File: config.mk
export PLATFORM = sky130hd
export DESIGN_NAME = imm_gen
export DESIGN_NICKNAME = d
export VERILOG_FILES = /design/src/rtl/imm_gen.sv
export SDC_FILE = /design/constraint.sdc
export NUM_CORES = 1
export LEC_CHECK = 0
export BUFFER_PORTS_ARGS = -buffer_cell sky130_fd_sc_hd__buf_2
export CAP_MARGIN = 15
export CELL_PAD_IN_SITES_DETAIL_PLACEMENT = 1
export CELL_PAD_IN_SITES_GLOBAL_PLACEMENT = 1
export CORE_MARGIN = 1.5
export CORE_UTILIZATION = 37
export CTS_CLUSTER_DIAMETER = 50
export CTS_CLUSTER_SIZE = 40
export DETAILED_ROUTE_END_ITERATION = 10
export PLACE_DENSITY_LB_ADDON = 0.1
export SYNTH_ARGS = -nofsm -noshare
export SYNTH_HDL_FRONTEND = slang
export SYNTH_SLANG_ARGS = --single-unit
File: constraint.sdc
create_clock -name clk -period 5.3 [get_ports clk]
set_clock_uncertainty 0.15 [all_clocks]
set_input_delay 0.795 -clock clk [delete_from_list [all_inputs] [get_ports clk]]
set_output_delay 0.795 -clock clk [all_outputs]
set_load 0.005 [all_outputs]
File: src/rtl/imm_gen.sv
// RV32I immediate generator, decode stage.
// One-cycle registered decode of immediate value and format.
module imm_gen (
  input  logic        clk,
  input  logic        rst_n,
  input  logic        in_valid,
  input  logic [29:0] instr,
  output logic        out_valid,
  output logic [31:0] imm,
  output logic [2:0]  imm_type,
  output logic        has_imm
);

  typedef enum logic [2:0] {
    FMT_NONE = 3'd0,
    FMT_I    = 3'd1,
    FMT_S    = 3'd2,
    FMT_B    = 3'd3,
    FMT_U    = 3'd4,
    FMT_J    = 3'd5
  } fmt_e;

  logic [31:0] w_inst;
  logic [4:0]  w_opc;
  logic        w_is_i;
  logic        w_is_s;
  logic        w_is_b;
  logic        w_is_u;
  logic        w_is_j;
  fmt_e        w_fmt;
  logic [31:0] w_imm;

  logic        r_valid;
  logic [31:0] r_imm;
  fmt_e        r_fmt;
  logic        r_has;

  // Low two bits are always 2'b11 for 32-bit encodings.
  assign w_inst = {instr, 2'b11};
  assign w_opc  = w_inst[6:2];

  assign w_is_i = (w_opc == 5'b00000) ||
                  (w_opc == 5'b00011) ||
                  (w_opc == 5'b00100) ||
                  (w_opc == 5'b11001) ||
                  (w_opc == 5'b11100);
  assign w_is_s = (w_opc == 5'b01000);
  assign w_is_b = (w_opc == 5'b11000);
  assign w_is_u = (w_opc == 5'b01101) ||
                  (w_opc == 5'b00101);
  assign w_is_j = (w_opc == 5'b11011);

  always_comb begin
    w_fmt = FMT_NONE;
    unique case (1'b1)
      w_is_i:  w_fmt = FMT_I;
      w_is_s:  w_fmt = FMT_S;
      w_is_b:  w_fmt = FMT_B;
      w_is_u:  w_fmt = FMT_U;
      w_is_j:  w_fmt = FMT_J;
      default: w_fmt = FMT_NONE;
    endcase
  end

  // Shift-immediates keep the full 12-bit field; shamt is cut downstream.
  always_comb begin
    w_imm = 32'h0;
    unique case (w_fmt)
      FMT_I: w_imm = {{20{w_inst[31]}}, w_inst[31:20]};
      FMT_S: w_imm = {{20{w_inst[31]}}, w_inst[31:25],
                      w_inst[11:7]};
      FMT_B: w_imm = {{19{w_inst[31]}}, w_inst[31],
                      w_inst[7], w_inst[30:25],
                      w_inst[11:8], 1'b0};
      FMT_U: w_imm = {w_inst[31:12], 12'h0};
      FMT_J: w_imm = {{11{w_inst[31]}}, w_inst[31],
                      w_inst[19:12], w_inst[20],
                      w_inst[30:21], 1'b0};
      default: w_imm = 32'h0;
    endcase
  end

  always_ff @(posedge clk) begin
    if (!rst_n) begin
      r_valid <= 1'b0;
      r_imm   <= 32'h0;
      r_fmt   <= FMT_NONE;
      r_has   <= 1'b0;
    end else begin
      r_valid <= in_valid;
      if (in_valid) begin
        r_imm <= w_imm;
        r_fmt <= w_fmt;
        r_has <= (w_fmt != FMT_NONE);
      end
    end
  end

  assign out_valid = r_valid;
  assign imm       = r_imm;
  assign imm_type  = r_fmt;
  assign has_imm   = r_has;

endmodule

==> flow_summary.json, run 1 <==
{
  "whs_path_depth": 2,
  "instances_no_fill": 297,
  "ys_types": 43,
  "via_count": 1586,
  "synth_fa_ha_area_frac": 0.00734,
  "hold_end": "imm[13]",
  "routedWlPerCell_um": 15.5,
  "postCtsSetupBuffers": 0,
  "rows": 24,
  "clk_latency_ps": 280,
  "track_usage": 0.188,
  "fmaxAchievable_mhz": 279,
  "slew_violations": 0,
  "ys_ff_latch": 37,
  "min_period_ps": 3580,
  "drt_iter0_drc": 58,
  "fin_crit_sh": 0.676,
  "numCtsBuffers": 5,
  "grt_pass1_vias": 1523,
  "diodes": 0,
  "synthMuxAreaShare": 0.0117,
  "cts_tree": "yes",
  "yosys_warnings": 0,
  "hold_path_startpoint": "imm[13]",
  "drc": 0,
  "ctsHoldBuffers": 0,
  "gp_congestion": 0.860,
  "mappedNetlistArea_um2": 1710,
  "synth_top_family_by_area": "compound AO/OA/AOI/OAI gates",
  "setup_viol": 0,
  "die_h_um": 70.9,
  "grt_pass1_wl_um": 7540,
  "synth_compound_area_frac": 0.277,
  "final_util": 0.485,
  "clk_pin_slew_ps": 70,
  "yosysTopAreaCell": "dfxtp_1",
  "start_util": 0.389,
  "layout-drive-gt1-share": 0.396,
  "synth_flop_cell": "dfxtp_1",
  "antenna_found_initial": 0,
  "end_kind": "register",
  "r2r-end": "imm[22]",
  "synth_fp_nets": 217,
  "final_common_cell": "buf_2",
  "synth_xor_area_frac": 0.00514,
  "async_flop_share": 0,
  "reg2reg_slack_ps": 4350,
  "overflow": 0,
  "drt-total-wl_um": 4590,
  "cap_violations": 0,
  "fp.dieW_um": 70.9,
  "top_level_ports": 70,
  "power_density_nw_per_um2": 260,
  "path_max_fanout": 12,
  "dieArea_um2": 5030,
  "status": "completed",
  "worst_slew_pin_slew_ps": 1060,
  "via_per_inst": 5.34,
  "p_leak_nw": 0.976,
  "synth_enable_flop_cells": 0,
  "slew_headroom": 0.288,
  "cp.arrival_ps": 3640,
  "core_area_um2": 4380,
  "synth.avg_cell_area_um2": 9.32,
  "peakVddDrop_mv": 0.124,
  "ctsResizeCount": 0,
  "crit_type": "primary input to register",
  "cts_root_buf": "clkbuf_8",
  "portBuffers": 69,
  "dp_hpwl_um": 3410,
  "start_kind": "primary input",
  "synth_area_leaders": "dfxtp_1 43%, a221o_2 6.6%, nand2_1 5.9%, o21ai_0 4.4%, a21oi_1 3.5%",
  "yosys.area_share.simple": 0.208,
  "grt_max_degree": 27,
  "dp_cells": 290,
  "r2r_start": "imm[22]",
  "synth_top_cell_area_share": 0.434,
  "mostFrequentLayoutCells": "69 x buf_2, 37 x dfxtp_1, 27 x nand2_1",
  "reg2regPathDepth": 1,
  "yosysSeqAreaShare": 0.434,
  "nets": 279,
  "tns_ps": 0,
  "ant_nets": 0,
  "cp.required_ps": 5360,
  "cts_buffer_depth": 2,
  "drtPass1Iterations": 4,
  "min_path_type": "register to register",
  "rsz0062_at_grt": "false",
  "finalHoldViolCount": 0,
  "whs_ps": 300,
  "cts_sinks": 37,
  "syn2layout_area_growth_pct": 24.7,
  "htree_levels": 2,
  "synthCells": 183
}
[cell type report]
cell class	count	area, µm²
flip-flops and latches	37	741
well taps	52	65.1
inverters	4	15.0
multi-input cells	128	871
repair buffers	69	345
clock buffers	6	82.6
fillers	555	2260
clock inverters	1	7.51
[Yosys cell counts, types with 3 or more instances]
cell type,number
inv_1,4
buf_4,3
nor2b_1,5
nand2b_1,8
dfxtp_1,37
nor2_1,3
a2bb2oi_1,4
a21boi_0,6
a21oi_1,12
o21ai_0,15
clkbuf_1,7
nand2_1,27
a221o_2,10
nand4_1,6
[metrics by stage]
step / total power [mW] / instance area [µm²] / setup slack (ps)
floorplan: 0.333 / 1710 / 2280
global placement: 0.359 / 2040 / 1590
detailed placement: 0.359 / 2040 / 1420
CTS: 0.559 / 2130 / 1730
global route: 0.579 / 2130 / 1500
finish: 0.552 / 2130 / 1720
[flip-flops by register name (all words and copies together) (netlist names)]
name and count:
has_imm 1, out_valid 1, imm 32, imm_type 3
[worst max-delay path by stage]
stage                     startpoint      end  slack [ps]  cells past startpoint
after floorplan             instr[1]  imm[21]        2280                      9
after global placement      instr[0]  imm[11]        1590                      9
after detailed placement    instr[0]  imm[11]        1420                      9
after CTS                   instr[0]  imm[11]        1730                      9
after global routing        instr[0]  imm[11]        1500                      9
final                       instr[0]  imm[11]        1720                      9
[metal layers]
metal | GRT usage | wire (µm) | vias up | part of all wire
li1 | - | - | 789 | -
met1 | 0.262 | 2250 | 749 | 0.49
met2 | 0.292 | 2070 | 46 | 0.45
met3 | 0.0499 | 252 | 2 | 0.055
met4 | 0.0440 | 17 | 0 | 0.0037
met5 | 0 | 0 | - | 0
[where the power goes]
part           internal, mW  switching [mW]  total (mW)
logic                0.0288          0.0390      0.0677
clock network         0.103          0.0971       0.200
registers             0.283         0.00223       0.285
total                 0.414           0.138       0.552
[cell families (layout without fill, tap and decap cells)]
family,count (synthesis),after routing
AOI/OAI and AO/OA,62,62
xor gates and xnor gates,1,1
adders and majority gates,1,1
buffers and inverters,18,80
DFF,37,37
muxes,2,2
and+or+nand+nor,62,62
[critical path: stages]
cell,delay [ps]
buf_2,140
nor4b_2,750
inv_1,240
ha_1,290
nand2b_1,180
a21oi_1,760
a22oi_1,140
o31a_1,290
o31ai_1,60
Power figures use the tool's default switching activity.
==> run 2: changes to the inputs <==
--- a/config.mk
+++ b/config.mk
@@ -10,7 +10,7 @@
 export CELL_PAD_IN_SITES_DETAIL_PLACEMENT = 1
 export CELL_PAD_IN_SITES_GLOBAL_PLACEMENT = 1
 export CORE_MARGIN = 1.5
-export CORE_UTILIZATION = 37
+export CORE_UTILIZATION = 31
 export CTS_CLUSTER_DIAMETER = 50
 export CTS_CLUSTER_SIZE = 40
 export DETAILED_ROUTE_END_ITERATION = 10
==> constraint.sdc (replaced) <==
create_clock -name clk -period 3.2 [get_ports clk]
set_clock_uncertainty 0.15 [all_clocks]
set_input_delay 0.48 -clock clk [delete_from_list [all_inputs] [get_ports clk]]
set_output_delay 0.48 -clock clk [all_outputs]
set_load 0.005 [all_outputs]
==> run 2 against run 1 <==
Against the previous run:
- non-clock buffer count grew 3
- sequential power grew 66%
- global-route usage shrank 2.5 points
- utilization shrank 7.1 points
- design area grew 1.4%
- cell count grew 6.7%
- setup slack lost 1100 ps
- clock power grew 47%
- count of clock-buffer cells in the layout shrank 1
- critical path depth is the same
- critical path type unchanged
- largest power group unchanged
==> flow_summary.json, run 2 (synthesized netlist as in run 1, its figures left out) <==
{
  "dieArea_um2": 5960,
  "setup_viol": 0,
  "gp_congestion": 0.769,
  "top_level_ports": 70,
  "fill_cells": 655,
  "crit_type": "primary input to register",
  "die_h_um": 77.2,
  "ctsResizeCount": 0,
  "ff_latch_area_um2": 741,
  "start_util": 0.328,
  "finalHoldViolCount": 0,
  "cts_sinks": 37,
  "largest_reg_flops": 32,
  "slew_violations": 0,
  "dp_hpwl_um": 3530,
  "rows": 26,
  "core_area_um2": 5200,
  "finalPower_mw": 0.879,
  "via_per_inst": 4.92,
  "portBuffers": 69,
  "final_common_cell": "buf_2",
  "ant_nets": 0,
  "path_max_fanout": 18,
  "clk_latency_ps": 280,
  "nets": 282,
  "layout-drive-gt1-share": 0.401,
  "peakVddDrop_mv": 0.241,
  "postCtsSetupBuffers": 0,
  "min_period_ps": 2570,
  "antenna_found_initial": 0,
  "tns_ps": 0,
  "rsz0062_at_grt": "false",
  "fmaxAchievable_mhz": 389,
  "cp-startpoint": "instr[1]",
  "cts_tree": "yes",
  "end_kind": "register",
  "cap_violations": 0,
  "clk_pin_slew_ps": 70,
  "htree_levels": 2,
  "drc": 0,
  "routedWlPerCell_um": 14.6,
  "worst_slew_pin_slew_ps": 694,
  "grt_pass1_wl_um": 7670,
  "multiInputGateArea_um2": 871,
  "drtPass1Iterations": 4,
  "track_usage": 0.163,
  "cts_buffer_depth": 2,
  "numCtsBuffers": 5,
  "start_kind": "primary input",
  "drt-total-wl_um": 4610,
  "drt_iter0_drc": 36,
  "overflow": 0,
  "grt_pass1_vias": 1551,
  "ctsHoldBuffers": 0,
  "p_leak_nw": 0.988,
  "cp.required_ps": 3270,
  "fp.dieW_um": 77.2,
  "r2r_start": "imm[25]",
  "power_density_nw_per_um2": 408,
  "via_count": 1559,
  "cp.arrival_ps": 2640,
  "syn2layout_area_growth_pct": 26.4,
  "mostFrequentLayoutCells": "69 x buf_2, 37 x dfxtp_1, 27 x nand2_1",
  "min_path_type": "primary input to register",
  "slew_headroom": 0.535,
  "fin_crit_sh": 0.802,
  "status": "completed",
  "cts_root_buf": "clkbuf_8",
  "diodes": 0,
  "hold_path_startpoint": "instr[21]",
  "grt_max_degree": 21
}
[run 2: cell count changes in the layout (fill, tap and decap cells not counted), sizes merged]
| cell | previous run | this run |
|---|---|---|
| buf | 69 | 72 |
| clkbuf | 6 | 5 |
| clkinv | 0 | 1 |
| clkinvlp | 1 | 0 |
[run 2: cell type report]
class | instances | area share
multi-input cells | 128 | 0.404
flip-flops and latches | 37 | 0.344
repair buffers | 72 | 0.171
well taps | 70 | 0.0406
clock buffers | 5 | 0.0319
inverters | 4 | 0.00696
clock inverters | 1 | 0.00232
[run 2: metrics by stage]
step	worst slack, ps	utilization	area [µm²]	std cells	hold slack [ps]
global route	459	0.414	2160	317	287
CTS	636	0.414	2160	317	288
floorplan	500	-	1710	183	299
finish	632	0.414	2160	317	296
detailed placement	331	0.400	2080	311	290
global placement	338	0.400	2080	311	283
[run 2: worst max-delay path, cell delays in order]
cell and delay, ps:
buf_2 140, or3b_1 440, nand2_1 90, nand2_1 50
ha_1 270, inv_1 50, a31o_4 290, nor3_2 550
a221o_2 270
[run 2: final timing paths]
path              endpoint  slack, ps  cells past startpoint
setup / recovery   imm[26]        630                      9
hold / removal     imm[23]        300                      2
setup reg to reg   imm[25]       2280                      1
hold reg to reg    imm[16]        300                      2
[run 2: power by group]
part / switching, mW / total, mW / internal, mW
Combinational: 0.0646 / 0.114 / 0.0489
Clock: 0.150 / 0.294 / 0.143
Sequential: 0.00374 / 0.472 / 0.468
[run 2: routing by layer]
metal / part of all wire / global-route usage / up-vias
met4: 0.011 / 0.0491 / 0
met2: 0.45 / 0.271 / 42
met1: 0.48 / 0.202 / 722
met5: 0 / 0 / -
li1: - / - / 790
met3: 0.054 / 0.0476 / 5
